===== config.mk =====
export PLATFORM = sky130hd
export DESIGN_NAME = udsweep_ctrl_flat
export DESIGN_NICKNAME = d
export VERILOG_FILES = /design/src/rtl/udsweep_pkg.sv /design/src/rtl/udsweep_ctrl_if.sv /design/src/rtl/udsweep_ctrl.sv /design/src/flat_wrapper.sv
export SDC_FILE = /design/constraint.sdc
export NUM_CORES = 1
export LEC_CHECK = 0
export ABC_AREA = 1
export CAP_MARGIN = 20
export CORE_UTILIZATION = 46
export DETAILED_ROUTE_END_ITERATION = 7
export PLACE_DENSITY = 0.69
export SETUP_SLACK_MARGIN = 0.15
export SLEW_MARGIN = 25
export SYNTH_ARGS = -nofsm -noshare
export SYNTH_HDL_FRONTEND = slang
export SYNTH_SLANG_ARGS = --single-unit

===== constraint.sdc =====
create_clock -name clk -period 2.05 [get_ports clk]
set_clock_uncertainty 0.15 [all_clocks]
set_input_delay 0.41 -clock clk [delete_from_list [all_inputs] [get_ports clk]]
set_output_delay 0.41 -clock clk [all_outputs]
set_load 0.01 [all_outputs]

===== src/rtl/udsweep_pkg.sv =====
// Shared types for the up/down sweep controller: FSM state encoding.
package udsweep_pkg;

    localparam int STATE_W = 2;

    typedef enum logic [STATE_W-1:0] {
        IDLE = 2'd0,
        LOAD = 2'd1,
        UP   = 2'd2,
        DOWN = 2'd3
    } sweep_state_t;

endpackage


===== src/rtl/udsweep_ctrl_if.sv =====
// Host-side control/status bundle of the sweep controller.
interface udsweep_ctrl_if #(
    parameter int WIDTH = 4,
    parameter int NSW_W = 8
);
    logic             start;
    logic             stop;
    logic [WIDTH-1:0] lo;
    logic [WIDTH-1:0] hi;
    logic [NSW_W-1:0] n_sweeps;
    logic             busy;
    logic             sweep_done;
    logic             done;
    logic             err;

    modport master (
        output start, stop, lo, hi, n_sweeps,
        input  busy, sweep_done, done, err
    );

    modport slave (
        input  start, stop, lo, hi, n_sweeps,
        output busy, sweep_done, done, err
    );
endinterface


===== src/rtl/udsweep_ctrl.sv =====
// Drives an up/down counter so it ping-pongs between latched bounds lo..hi,
// reversing one cycle early because the counter output lags the direction.
module udsweep_ctrl
    import udsweep_pkg::*;
#(
    parameter int WIDTH = 4,
    parameter int NSW_W = 8
) (
    input  logic             clk,
    input  logic             rst,
    udsweep_ctrl_if.slave    ctl,
    input  logic [WIDTH-1:0] count,
    output logic             load_en,
    output logic [WIDTH-1:0] load,
    output logic             down
);

    localparam logic [WIDTH-1:0] ONE_W = WIDTH'(1);
    localparam logic [NSW_W-1:0] ONE_N = NSW_W'(1);

    sweep_state_t     state_q, state_d;
    logic [WIDTH-1:0] lo_q, lo_d;
    logic [WIDTH-1:0] hi_q, hi_d;
    logic [NSW_W-1:0] left_q, left_d;
    logic             sweep_done_q, sweep_done_d;
    logic             done_q, done_d;
    logic             err_q, err_d;
    logic             out_of_bounds;

    assign out_of_bounds = (count < lo_q) || (count > hi_q);

    always_comb begin
        // NOTE: every target gets a default first so no path leaves it unassigned (no latch).
        state_d      = state_q;
        lo_d         = lo_q;
        hi_d         = hi_q;
        left_d       = left_q;
        sweep_done_d = 1'b0;
        done_d       = 1'b0;
        err_d        = 1'b0;

        unique case (state_q)
            IDLE: begin
                if (ctl.start) begin
                    if (ctl.lo < ctl.hi) begin
                        lo_d    = ctl.lo;
                        hi_d    = ctl.hi;
                        left_d  = ctl.n_sweeps;
                        state_d = LOAD;
                    end else begin
                        err_d = 1'b1;
                    end
                end
            end
            LOAD: state_d = ctl.stop ? IDLE : UP;
            UP: begin
                if (ctl.stop) begin
                    state_d = IDLE;
                end else if (out_of_bounds) begin
                    err_d   = 1'b1;
                    state_d = IDLE;
                end else if (count == hi_q - ONE_W) begin
                    state_d = DOWN;
                end
            end
            DOWN: begin
                if (ctl.stop) begin
                    state_d = IDLE;
                end else if (out_of_bounds) begin
                    err_d   = 1'b1;
                    state_d = IDLE;
                end else if (count == lo_q + ONE_W) begin
                    sweep_done_d = 1'b1;
                    if (left_q == ONE_N) begin
                        done_d  = 1'b1;
                        state_d = IDLE;
                    end else begin
                        // left == 0 is continuous mode and must not count down
                        if (left_q != '0) left_d = left_q - ONE_N;
                        state_d = UP;
                    end
                end
            end
            default: state_d = IDLE;
        endcase
    end

    always_ff @(posedge clk or posedge rst) begin
        // NOTE: sequential state uses non-blocking assignments so all registers update together.
        if (rst) begin
            state_q      <= IDLE;
            lo_q         <= '0;
            hi_q         <= '0;
            left_q       <= '0;
            sweep_done_q <= 1'b0;
            done_q       <= 1'b0;
            err_q        <= 1'b0;
        end else begin
            state_q      <= state_d;
            lo_q         <= lo_d;
            hi_q         <= hi_d;
            left_q       <= left_d;
            sweep_done_q <= sweep_done_d;
            done_q       <= done_d;
            err_q        <= err_d;
        end
    end

    always_comb begin
        load_en        = (state_q == IDLE) || (state_q == LOAD);
        load           = lo_q;
        down           = (state_q == DOWN);
        ctl.busy       = (state_q != IDLE);
        ctl.sweep_done = sweep_done_q;
        ctl.done       = done_q;
        ctl.err        = err_q;
    end

endmodule


===== src/flat_wrapper.sv =====
// flat-port wrapper written by rule: the top's interface ports become plain ports
module udsweep_ctrl_flat import udsweep_pkg::*;
#(
    parameter int WIDTH = 4,
    parameter int NSW_W = 8
)
  (clk, rst, count, load_en, load, down, ctl_start, ctl_stop, ctl_lo, ctl_hi, ctl_n_sweeps, ctl_busy, ctl_sweep_done, ctl_done, ctl_err);
  udsweep_ctrl_if #(.WIDTH(WIDTH), .NSW_W(NSW_W)) ctl_i ();
  input  logic clk;
  input  logic rst;
  input  logic [WIDTH-1:0] count;
  output logic load_en;
  output logic [WIDTH-1:0] load;
  output logic down;
  input wire logic [$bits(ctl_i.start)-1:0] ctl_start;
  input wire logic [$bits(ctl_i.stop)-1:0] ctl_stop;
  input wire logic [$bits(ctl_i.lo)-1:0] ctl_lo;
  input wire logic [$bits(ctl_i.hi)-1:0] ctl_hi;
  input wire logic [$bits(ctl_i.n_sweeps)-1:0] ctl_n_sweeps;
  output wire logic [$bits(ctl_i.busy)-1:0] ctl_busy;
  output wire logic [$bits(ctl_i.sweep_done)-1:0] ctl_sweep_done;
  output wire logic [$bits(ctl_i.done)-1:0] ctl_done;
  output wire logic [$bits(ctl_i.err)-1:0] ctl_err;
  assign ctl_i.start = ctl_start;
  assign ctl_i.stop = ctl_stop;
  assign ctl_i.lo = ctl_lo;
  assign ctl_i.hi = ctl_hi;
  assign ctl_i.n_sweeps = ctl_n_sweeps;
  assign ctl_busy = ctl_i.busy;
  assign ctl_sweep_done = ctl_i.sweep_done;
  assign ctl_done = ctl_i.done;
  assign ctl_err = ctl_i.err;
  udsweep_ctrl #(.WIDTH(WIDTH), .NSW_W(NSW_W)) u_core (.clk(clk), .rst(rst), .ctl(ctl_i), .count(count), .load_en(load_en), .load(load), .down(down));
endmodule

# After elaboration in Yosys (flattened, before gate mapping)

Index checks and enable logic that the tools add are counted.

Logic and storage cells: 71
Flip-flop bits (word level): 21
Input port bits: 24

$add $sub $neg: 3
Equal/unequal tests: 15
Reductions and logical operators: 10
Order comparisons: 3
Mux-type cells: 33

Operator list:

| operator              | count |
|---|---|
| $mux W8               | 7 |
| $mux W2               | 10 |
| $pmux W8 S2           | 1 |
| $mux W1               | 13 |
| $eq A4 B4 Y1          | 2 |
| $eq A8 B1 Y1 const B  | 1 |
| $lt A4 B4 Y1          | 2 |
| $ne A2 B2 Y1 const B  | 4 |
| $pmux W2 S4           | 1 |
| $reduce_and A8 Y1     | 1 |
| $reduce_bool A8 Y1    | 1 |
| $sub A8 B1 Y8 const B | 1 |
| $ne A2 B1 Y1 const B  | 3 |
| $add A4 B1 Y4 const B | 1 |
| $eq A2 B2 Y1 const B  | 2 |
| $gt A4 B4 Y1          | 1 |
| $ne A4 B1 Y1 const B  | 1 |
| $ne A4 B2 Y1 const B  | 1 |
| $reduce_and A4 Y1     | 1 |
| $reduce_bool A2 Y1    | 2 |
| $sub A4 B1 Y4 const B | 1 |
| $reduce_and A3 Y1     | 1 |
| $eq A2 B1 Y1 const B  | 1 |
| $logic_not A2 Y1      | 1 |
| other kinds (3)       | 4 |

# Depth between registers and ports, before layout

Gate-level depths: netlist of run 1.

Word-level depth: 7
Depth in mapped cells: 13
Depth with buffers taken out: 13

# Worst setup path after synthesis of run 1

Ideal clock, no wire load.

Kind: register to register
From: register u_core.lo_q[0], in the netlist u_core.load[0]
To: register u_core.left_q[0]
Path slack: 0.243 ns
Data required time: 1.779 ns
Arrival: 1.536 ns
Library setup time: 0.121 ns
Period minus slack after synthesis: 1.807 ns
Buffers on the path: 0
Stages on the path, launching flop included: 11
Path through: dfrtp_1 ha_1 inv_1 nand2_1 nand3b_4 nor2_1 nand3_1 nand2_2 nand3_4 o21bai_1 nand2_1

Longest elaborated chain between the ends: 4

RTL lines:

| element                                                              | RTL line                               | source |
|---|---|---|
| start: declaration                                                   | udsweep_ctrl.sv:22                     | `logic [WIDTH-1:0] lo_q, lo_d;` |
| start signal: assignment                                             | udsweep_ctrl.sv:100                    | `lo_q <= lo_d;` |
| $add A4 B1 Y4 / $lt A4 B4 Y1 (equally long branches)                 | udsweep_ctrl.sv:72, udsweep_ctrl.sv:30 |  |
| $eq A4 B4 Y1 / $logic_or A1 B1 Y1 (equally long branches)            | udsweep_ctrl.sv:72, udsweep_ctrl.sv:30 |  |
| $ne A2 B1 Y1 (no source line) / $ne A2 B2 Y1 (equally long branches) | --                                     |  |
| $reduce_and A8 Y1 (no source line) (*)                               | --                                     |  |
| end signal: assignment                                               | udsweep_ctrl.sv:102                    | `left_q <= left_d;` |
| end: declaration                                                     | udsweep_ctrl.sv:24                     | `logic [NSW_W-1:0] left_q, left_d;` |

Every way passes the cells marked *; elsewhere a longest branch is shown, timed or not.
A chain may end at the register's enable or synchronous reset.

# Final worst setup path of run 1

From: register u_core.lo_q[1], in the netlist u_core.load[1]
To: register u_core.left_q[6]

Same word-level chain as after synthesis.

==> results of run 1 <==
repair_timing:
| item | in CTS | in global routing |
|---|---|---|
| pin swaps | 21 | 23 |
| setup buffers | 3 | 6 |
| endpoints found under the setup margin | 25 | 20 |
| gates resized for setup | 39 | 41 |
| hold buffers | 0 | 0 |
| cloned | 0 | 0 |
synthesized netlist by cell type, types with 2 or more instances:
master and number:
sky130_fd_sc_hd__nand2_1 62, sky130_fd_sc_hd__inv_1 41, sky130_fd_sc_hd__nor2_1 28, sky130_fd_sc_hd__nand3_1 27
sky130_fd_sc_hd__dfrtp_1 21, sky130_fd_sc_hd__ha_1 16, sky130_fd_sc_hd__o21ai_0 13, sky130_fd_sc_hd__o21bai_1 9
sky130_fd_sc_hd__a21oi_1 8, sky130_fd_sc_hd__inv_2 8, sky130_fd_sc_hd__nand2_2 5, sky130_fd_sc_hd__o21ai_1 4
sky130_fd_sc_hd__buf_2 3, sky130_fd_sc_hd__a31oi_1 2, sky130_fd_sc_hd__nand3_2 2, sky130_fd_sc_hd__nor2_2 2
sky130_fd_sc_hd__nor3_1 2
cells by family after synthesis:
kind of cell / count (synthesis)
and+or+nand+nor: 134
buffers and inverters: 53
AOI/OAI and AO/OA: 40
DFF: 21
adders and majority gates: 16
muxes: 1
how the worst max path moves through the flow:
stage | cells after the start | to | slack (ns)
2_1_floorplan | 10 | u_core.left_q[0] | 0.24
3_3_place_gp | 12 | u_core.state_q[1] | -0.33
3_5_place_dp | 12 | u_core.state_q[0] | -0.45
4_1_cts | 10 | u_core.left_q[6] | 0.15
5_1_grt | 11 | u_core.left_q[7] | 0.04
6_report | 11 | u_core.left_q[6] | 0.16
power groups by stage:
stage / sequential [mW] / combinational (mW) / clock (mW)
final: 0.774 / 2.25 / 0.276
after global routing: 0.795 / 2.48 / 0.299
after CTS: 0.765 / 1.94 / 0.281
after detailed placement: 0.756 / 1.78 / 0
after global placement: 0.753 / 1.74 / 0
after floorplan: 0.739 / 1.19 / 0
state kept, by name, summed over array words and instances (netlist names):
signal / flops
u_core.state_q: 2
u_core.ctl.done: 1
u_core.ctl.err: 1
u_core.load: 4
u_core.ctl.sweep_done: 1
u_core.hi_q: 4
u_core.left_q: 8
metrics by stage:
stage / power (mW) / TNS (ns)
3_3_place_gp: 2.49 / -5.25
3_5_place_dp: 2.53 / -6.12
5_1_grt: 3.58 / 0
4_1_cts: 2.98 / 0
2_1_floorplan: 1.93 / 0
6_report: 3.30 / 0
final cells by class:
cell class,instances,share of cell area
Multi-Input combinational cell,191,0.479
Timing Repair Buffer,65,0.217
Sequential cell,21,0.196
Inverter,50,0.0692
Tap cell,48,0.0221
Clock buffer,4,0.0166
worst max-delay path: cells and delay by family, from the launching register on:
kind,cells,cell delay (ns)
and+or+nand+nor,5,0.48
DFF,1,0.43
AOI/OAI and AO/OA,2,0.27
adders and majority gates,1,0.25
buffers and inverters,3,0.24
layer usage:
metal  vias up  global-route usage  wire length (µm)  share of wire
li1        982                   -                 -              -
met1       861               0.351              2310           0.47
met2        55               0.378              2200           0.45
met3        13              0.0299               236          0.048
met4         0              0.0833               126          0.026
met5         -                   0                 0              0
==> summary.md, run 1 <==
| Metric | Value |
|---|---|
| Outcome | finished, final reports clean |
| Part of the total power dissipated in the clock network | 0.084 |
| Largest net degree at the start of global routing | 22 |
| Vertical extent of the die | 64.7 µm |
| Root Driver | sky130_fd_sc_hd__clkbuf_8 |
| Horizontal die dimension | 64.7 µm |
| Fraction of layout instances using a drive strength above 1 | 0.329 |
| Final-report hold violation count | 0 |
| Register area | 531 µm² |
| Post-synth net total | 305 |
| Most used cells in the layout excluding fill and tap cells | 53 x sky130_fd_sc_hd__nand2_1, 29 x sky130_fd_sc_hd__inv_1, 28 x sky130_fd_sc_hd__buf_4 |
| CTS Buf Count | 3 |
| Top cell type's share of synthesized area | 0.291 |
| Worst hold path endpoint | u_core.load[1] |
| Pins over their slew limit | 0 |
| Sequential share of the synthesized area | 0.291 |
| Num rows | 22 |
| Area of the die | about 4200 µm² |
| Leakage component of the power | 1.41 nW |
| Crit path capture type | flip-flop |
| Highest clock frequency the design can meet | between 500 and 600 MHz |
| Number of cell instances on the worst register-to-register path | 11 |
| Crit Path Class | reg -> reg |
| IO Count | 34 |
| Endpoints failing setup | 0 |
| Area of the mapped netlist | about 1800 µm² |
| Layout-stage area growth over the synthesis result | 50.1% |
| Number of inserted filler cells in the final layout | 295 |
| Count of input and output buffers | 33 |
| Count of TritonRoute iterations in the first routing pass | 4 |
| Antenna diodes | 0 |
| Hold depth | 3 |
| Yosys Warn Count | 0 |
| Worst voltage drop across the vdd grid | 0.801 mV |
| Worst reg2reg endpoint | u_core.left_q[6] |
| Crit start category | flip-flop |
| Number of nets in the layout | 372 |
| Number of vias per cell | about 5.0 |
| Flop2flop setup slack | 0.16 ns |
| Avg WL per Cell | between 10 and 15 µm |
| Sequential share of power | 0.235 |
| CTS H-tree depth | 1 |
| Drt drc | 0 |
| Arr. time, crit path | 1.94 ns |
| Post-synthesis average cell area | 6.82 µm² |
| Worst-path maximum fanout | 8 |
| Number of violations of the max-capacitance limit | 0 |
| Overall track demand over capacity in global routing | 0.245 |
| Fin crit period | 1.89 ns |
| Reg clk slew, reported paths | 0.08 ns |
| Design internal power | 1.75 mW |
| Relative contribution of combinational cells to total power | 0.682 |
| Synth Area in Compound Gates | 0.136 |
| Xor/xnor share of the synthesized area | 0 |
| Biggest area contributors in the synthesized netlist | sky130_fd_sc_hd__dfrtp_1 29%, sky130_fd_sc_hd__nand2_1 13%, sky130_fd_sc_hd__ha_1 11%, sky130_fd_sc_hd__inv_1 8.5%, sky130_fd_sc_hd__nand3_1 7.5% |
| Total half-perimeter wirelength after legalization and detailed placement | 3510 µm |
| Flop and latch count out of synthesis | 21 |
| Setup Slack @ Placement | -0.450 ns |
| Adder and majority gate portion of the synthesized area | 0.111 |
| Synth Flop Type | sky130_fd_sc_hd__dfrtp_1 |
| Most Frequent Cell on Critical Path | sky130_fd_sc_hd__inv_2 |
| Fraction of power spent switching nets | 0.471 |
| Multiplexer share of the synthesized area | 0.00623 |
| Crit-path max cell delay | 0.43 ns |
| Total non-filler cell area in the finished layout | 2710 µm² |
| Number of global-route vias before repair | 1703 |
| Worst Tran Pin Value | around 0.31 ns |
| CTS tree | done |
| Worst Hold Class | in -> reg |
| Footprint of the multi-input gates | 1300 µm² |
| Switching power summed over all nets | 1.55 mW |
| Cell count after synthesis | 265 |
| Area share of and/or/nand/nor cells after synthesis | 0.343 |
| Fraction of synthesis flops using an asynchronous set or reset pin | 1.00 |
| # placed instances | roughly 370 |
| Total overflow reported by the global router | 0 |
| Area of the core | 3720 µm² |
| First-pass GRT wire length | 7780 µm |
| Reg2reg start | u_core.load[1] |
| Clock latency reported for the late side of the worst-skew pair | 0.26 ns |
| Power density relative to cell area | 1220 nW/µm² |
| Distinct cells, synth | 29 |
| Share of the core filled with cells in the final layout | 0.730 |
| Start point of the critical path | u_core.load[1] |
| Worst-path cell chain | inv_2 > ha_4 > inv_2 > nor2_2 > o21bai_1 > nand2_2 > nand3_4 > o21ai_4 > buf_12 > nand3_1 > nand2_1 |
| Worst Hold Slack | 0.307 ns |
| Most common cell after layout, fill and taps aside | sky130_fd_sc_hd__nand2_1 |
| Placed standard-cell area | 2350 µm² |
| Worst Setup Slack, final | 0.163 ns |
| Number of antenna-violating nets in the routed design | 0 |
| Min-Delay Startpoint | ctl_lo[1] |
| Antenna violations before repair | 0 |
| Portion of the clock cycle consumed by the worst path in the final layout | 0.920 |
| Post-synth top area cell | sky130_fd_sc_hd__dfrtp_1 |
| Unrepaired setup endpoints after global routing | yes |
| Initial DRC Count | 142 |
| Clock Path Buffers | 2 |
| Slew HR | 0.788 |
| Placer's final routability congestion estimate | 0.879 |
| Initial cell density of the core | 0.486 |
| Combinational family with the most area after synthesis | simple AND/OR/NAND/NOR gates |
| Number of cells in the finished layout apart from fillers | 379 |
| Final Routed Wirelength | 4880 µm |
| Routed vias | about 1900 |
| Crit-path slowest cell | sky130_fd_sc_hd__dfrtp_2 |
| Number of clock sinks | 21 |
| Critical Path RT | approximately 2.1 ns |
| Post-synth EDFFs | 0 |
Note: power is estimated with default switching activity, not from simulation.
==> run 2, diff against run 1 <==
==> constraint.sdc (replaced) <==
create_clock -name clk -period 2.05 [get_ports clk]
set_clock_uncertainty 0.15 [all_clocks]
set_input_delay 0.41 -clock clk [delete_from_list [all_inputs] [get_ports clk]]
set_output_delay 0.41 -clock clk [all_outputs]
set_load 0.02 [all_outputs]
==> run 2 against run 1 <==
Effect of this change:
- wire length up 5.1%
- critical path depth unchanged
- cell count up 1.3%
- power up 1.6%
- core utilization up 1.2 points
- largest power group unchanged
- critical endpoint is now u_core.left_q[0]
- non-clock buffer count up 5
- combinational power up 2%
==> summary.md, run 2 (synthesized netlist as in run 1, its figures left out) <==
| Metric | Value |
|---|---|
| Area of the die | 4180 µm² (unchanged) |
| Relative contribution of combinational cells to total power | 0.684 (+0.002) |
| Worst Tran Pin Value | 0.306 ns (-0.00815 ns) |
| Count of input and output buffers | 33 (unchanged) |
| Fraction of power spent switching nets | 0.488 (+0.0170) |
| Crit start category | input port |
| Crit path capture type | flip-flop |
| Number of violations of the max-capacitance limit | 0 (unchanged) |
| Final Routed Wirelength | 5120 µm (+5.1%) |
| Area of the core | 3720 µm² (unchanged) |
| Layout-stage area growth over the synthesis result | 52.7% |
| Worst-path maximum fanout | 8 (unchanged) |
| Design internal power | 1.72 mW (-1.6%) |
| Outcome | finished, final reports clean |
| Antenna diodes | 0 (unchanged) |
| Num rows | 22 (unchanged) |
| Unrepaired setup endpoints after global routing | yes |
| Footprint of the multi-input gates | 1300 µm² (about the same) |
| Largest net degree at the start of global routing | 22 (unchanged) |
| Pins over their slew limit | 0 (unchanged) |
| Vertical extent of the die | 64.7 µm (unchanged) |
| Routed vias | 1986 (+3.9%) |
| IO Count | 34 (unchanged) |
| Most used cells in the layout excluding fill and tap cells | 53 x sky130_fd_sc_hd__nand2_1, 33 x sky130_fd_sc_hd__buf_4, 31 x sky130_fd_sc_hd__inv_1 |
| Number of cell instances on the worst register-to-register path | 8 (-3) |
| Part of the total power dissipated in the clock network | 0.083 (about the same) |
| Number of antenna-violating nets in the routed design | 0 (unchanged) |
| Number of inserted filler cells in the final layout | 279 (-5.4%) |
| Worst Hold Slack | 0.330 ns (+0.0227 ns) |
| Total half-perimeter wirelength after legalization and detailed placement | 3420 µm (-2.7%) |
| Leakage component of the power | 1.44 nW (+2.4%) |
| Avg WL per Cell | 13.3 µm (+3.7%) |
| Flip-flop count of the largest register after layout | 8 (unchanged) |
| Number of global-route vias before repair | 1684 (-1.1%) |
| Most common cell after layout, fill and taps aside | sky130_fd_sc_hd__nand2_1 |
| Start point of the critical path | count[1] |
| Placer's final routability congestion estimate | 0.862 (-1.9%) |
| Fin crit period | 1.93 ns (+0.0412 ns) |
| Crit-path max cell delay | 0.34 ns (-0.09 ns) |
| Reg clk slew, reported paths | 0.08 ns (about the same) |
| Register area | 529 µm² (-0.24%) |
| Total overflow reported by the global router | 0 (unchanged) |
| CTS H-tree depth | 1 (unchanged) |
| Share of the core filled with cells in the final layout | 0.742 (+0.0125) |
| Most flop-heavy register | u_core.left_q |
| Crit Path Class | in -> reg |
| Fraction of layout instances using a drive strength above 1 | 0.333 (+0.00403) |
| Final-report hold violation count | 0 (unchanged) |
| Clock latency reported for the late side of the worst-skew pair | 0.26 ns (about the same) |
| Root Driver | sky130_fd_sc_hd__clkbuf_8 |
| Portion of the clock cycle consumed by the worst path in the final layout | 0.941 (+0.0201) |
| Antenna violations before repair | 0 (unchanged) |
| Initial cell density of the core | 0.486 (unchanged) |
| Horizontal die dimension | 64.7 µm (unchanged) |
| Worst voltage drop across the vdd grid | 0.747 mV (-6.7%) |
| Number of vias per cell | 5.17 (+2.6%) |
| Crit-path slowest cell | sky130_fd_sc_hd__ha_4 |
| Worst-path cell chain | clkdlybuf4s15_1 > ha_4 > inv_1 > nor2_1 > o21bai_1 > nand2_2 > nand3_4 > o21ai_4 > buf_12 > nand3_1 > nand2_1 |
| Slew HR | 0.796 (+0.00765) |
| CTS Buf Count | 3 (unchanged) |
| CTS tree | done |
| Count of TritonRoute iterations in the first routing pass | 5 (+1) |
| First-pass GRT wire length | 7590 µm (-2.5%) |
| Power density relative to cell area | 1220 nW/µm² (about the same) |
| Clock Path Buffers | 2 (unchanged) |
| Sequential share of power | 0.233 (-0.002) |
| Highest clock frequency the design can meet | 519 MHz (-2.1%) |
| Worst Hold Class | in -> async |
| Number of nets in the layout | 377 (+1.3%) |
| Arr. time, crit path | 1.98 ns (+0.04 ns) |
| Drt drc | 0 (unchanged) |
| Initial DRC Count | 168 (+18%) |
| Critical Path RT | 2.10 ns (about the same) |
| Endpoints failing setup | 0 (unchanged) |
| Number of clock sinks | 21 (unchanged) |
| Overall track demand over capacity in global routing | 0.235 (-0.00917) |
| Reg2reg start | u_core.load[0] |
| Switching power summed over all nets | 1.64 mW (+5.3%) |
-- run 2: cell count changes in the layout (fill, tap and decap cells not counted), sizes merged --
cell / previous run / this run
dlymetal6s2s: 5 / 7
dlygate4sd2: 6 / 7
clkbuf: 6 / 5
buf: 32 / 37
clkdlybuf4s50: 19 / 17
-- run 2: final timing paths --
check / endpoint / slack [ns]
worst max-delay path: u_core.left_q[0] / 0.12
worst min-delay path: u_core.load[2] / 0.33
worst max register to register: u_core.left_q[5] / 0.17
worst min register to register: u_core.hi_q[1] / 0.39
max in group asynchronous: u_core.load[1] / 1.18
min in group clk: u_core.load[1] / 0.33
-- run 2: repair_timing --
item	CTS	global route
gates resized for setup	34	44
pin swaps	34	30
setup buffers	8	6
hold buffers	0	0
endpoints found under the setup margin	25	23
-- run 2: per-stage QoR --
| stage | cell area, µm² | instances | worst slack (ns) | TNS [ns] | power [mW] |
|---|---|---|---|---|---|
| detailed placement | 2350 | 366 | -0.378 | -5.72 | 2.57 |
| floorplan | 1810 | 265 | 0.182 | 0 | 1.98 |
| CTS | 2540 | 378 | 0.132 | 0 | 2.99 |
| global placement | 2350 | 366 | -0.329 | -5.20 | 2.54 |
| finish | 2760 | 384 | 0.122 | 0 | 3.35 |
| global route | 2760 | 384 | 0.0320 | 0 | 3.62 |
-- run 2: metal layers --
metal,vias up,global-route usage,share of wire
li1,995,-,-
met4,0,0.0806,0.019
met3,12,0.0299,0.054
met2,74,0.361,0.47
met5,-,0,0
met1,905,0.339,0.46
-- run 2: worst max-delay path: cells and delay by family --
family	cells	cell delay [ns]
fa+ha+maj	1	0.34
simple gates	5	0.48
compound gates	2	0.26
buf+inv	3	0.50
-- run 2: power groups by stage --
stage | combinational (mW) | clock, mW | sequential (mW)
2_1_floorplan | 1.20 | 0 | 0.773
3_3_place_gp | 1.78 | 0 | 0.752
6_report | 2.29 | 0.279 | 0.781
5_1_grt | 2.51 | 0.306 | 0.802
3_5_place_dp | 1.81 | 0 | 0.758
4_1_cts | 1.95 | 0.284 | 0.750
-- run 2: layout make-up --
class | count | share of cell area
inverters | 50 | 0.0680
well taps | 48 | 0.0218
multi-input cells | 191 | 0.472
clock buffers | 4 | 0.0163
flip-flops and latches | 21 | 0.192
repair buffers | 70 | 0.230
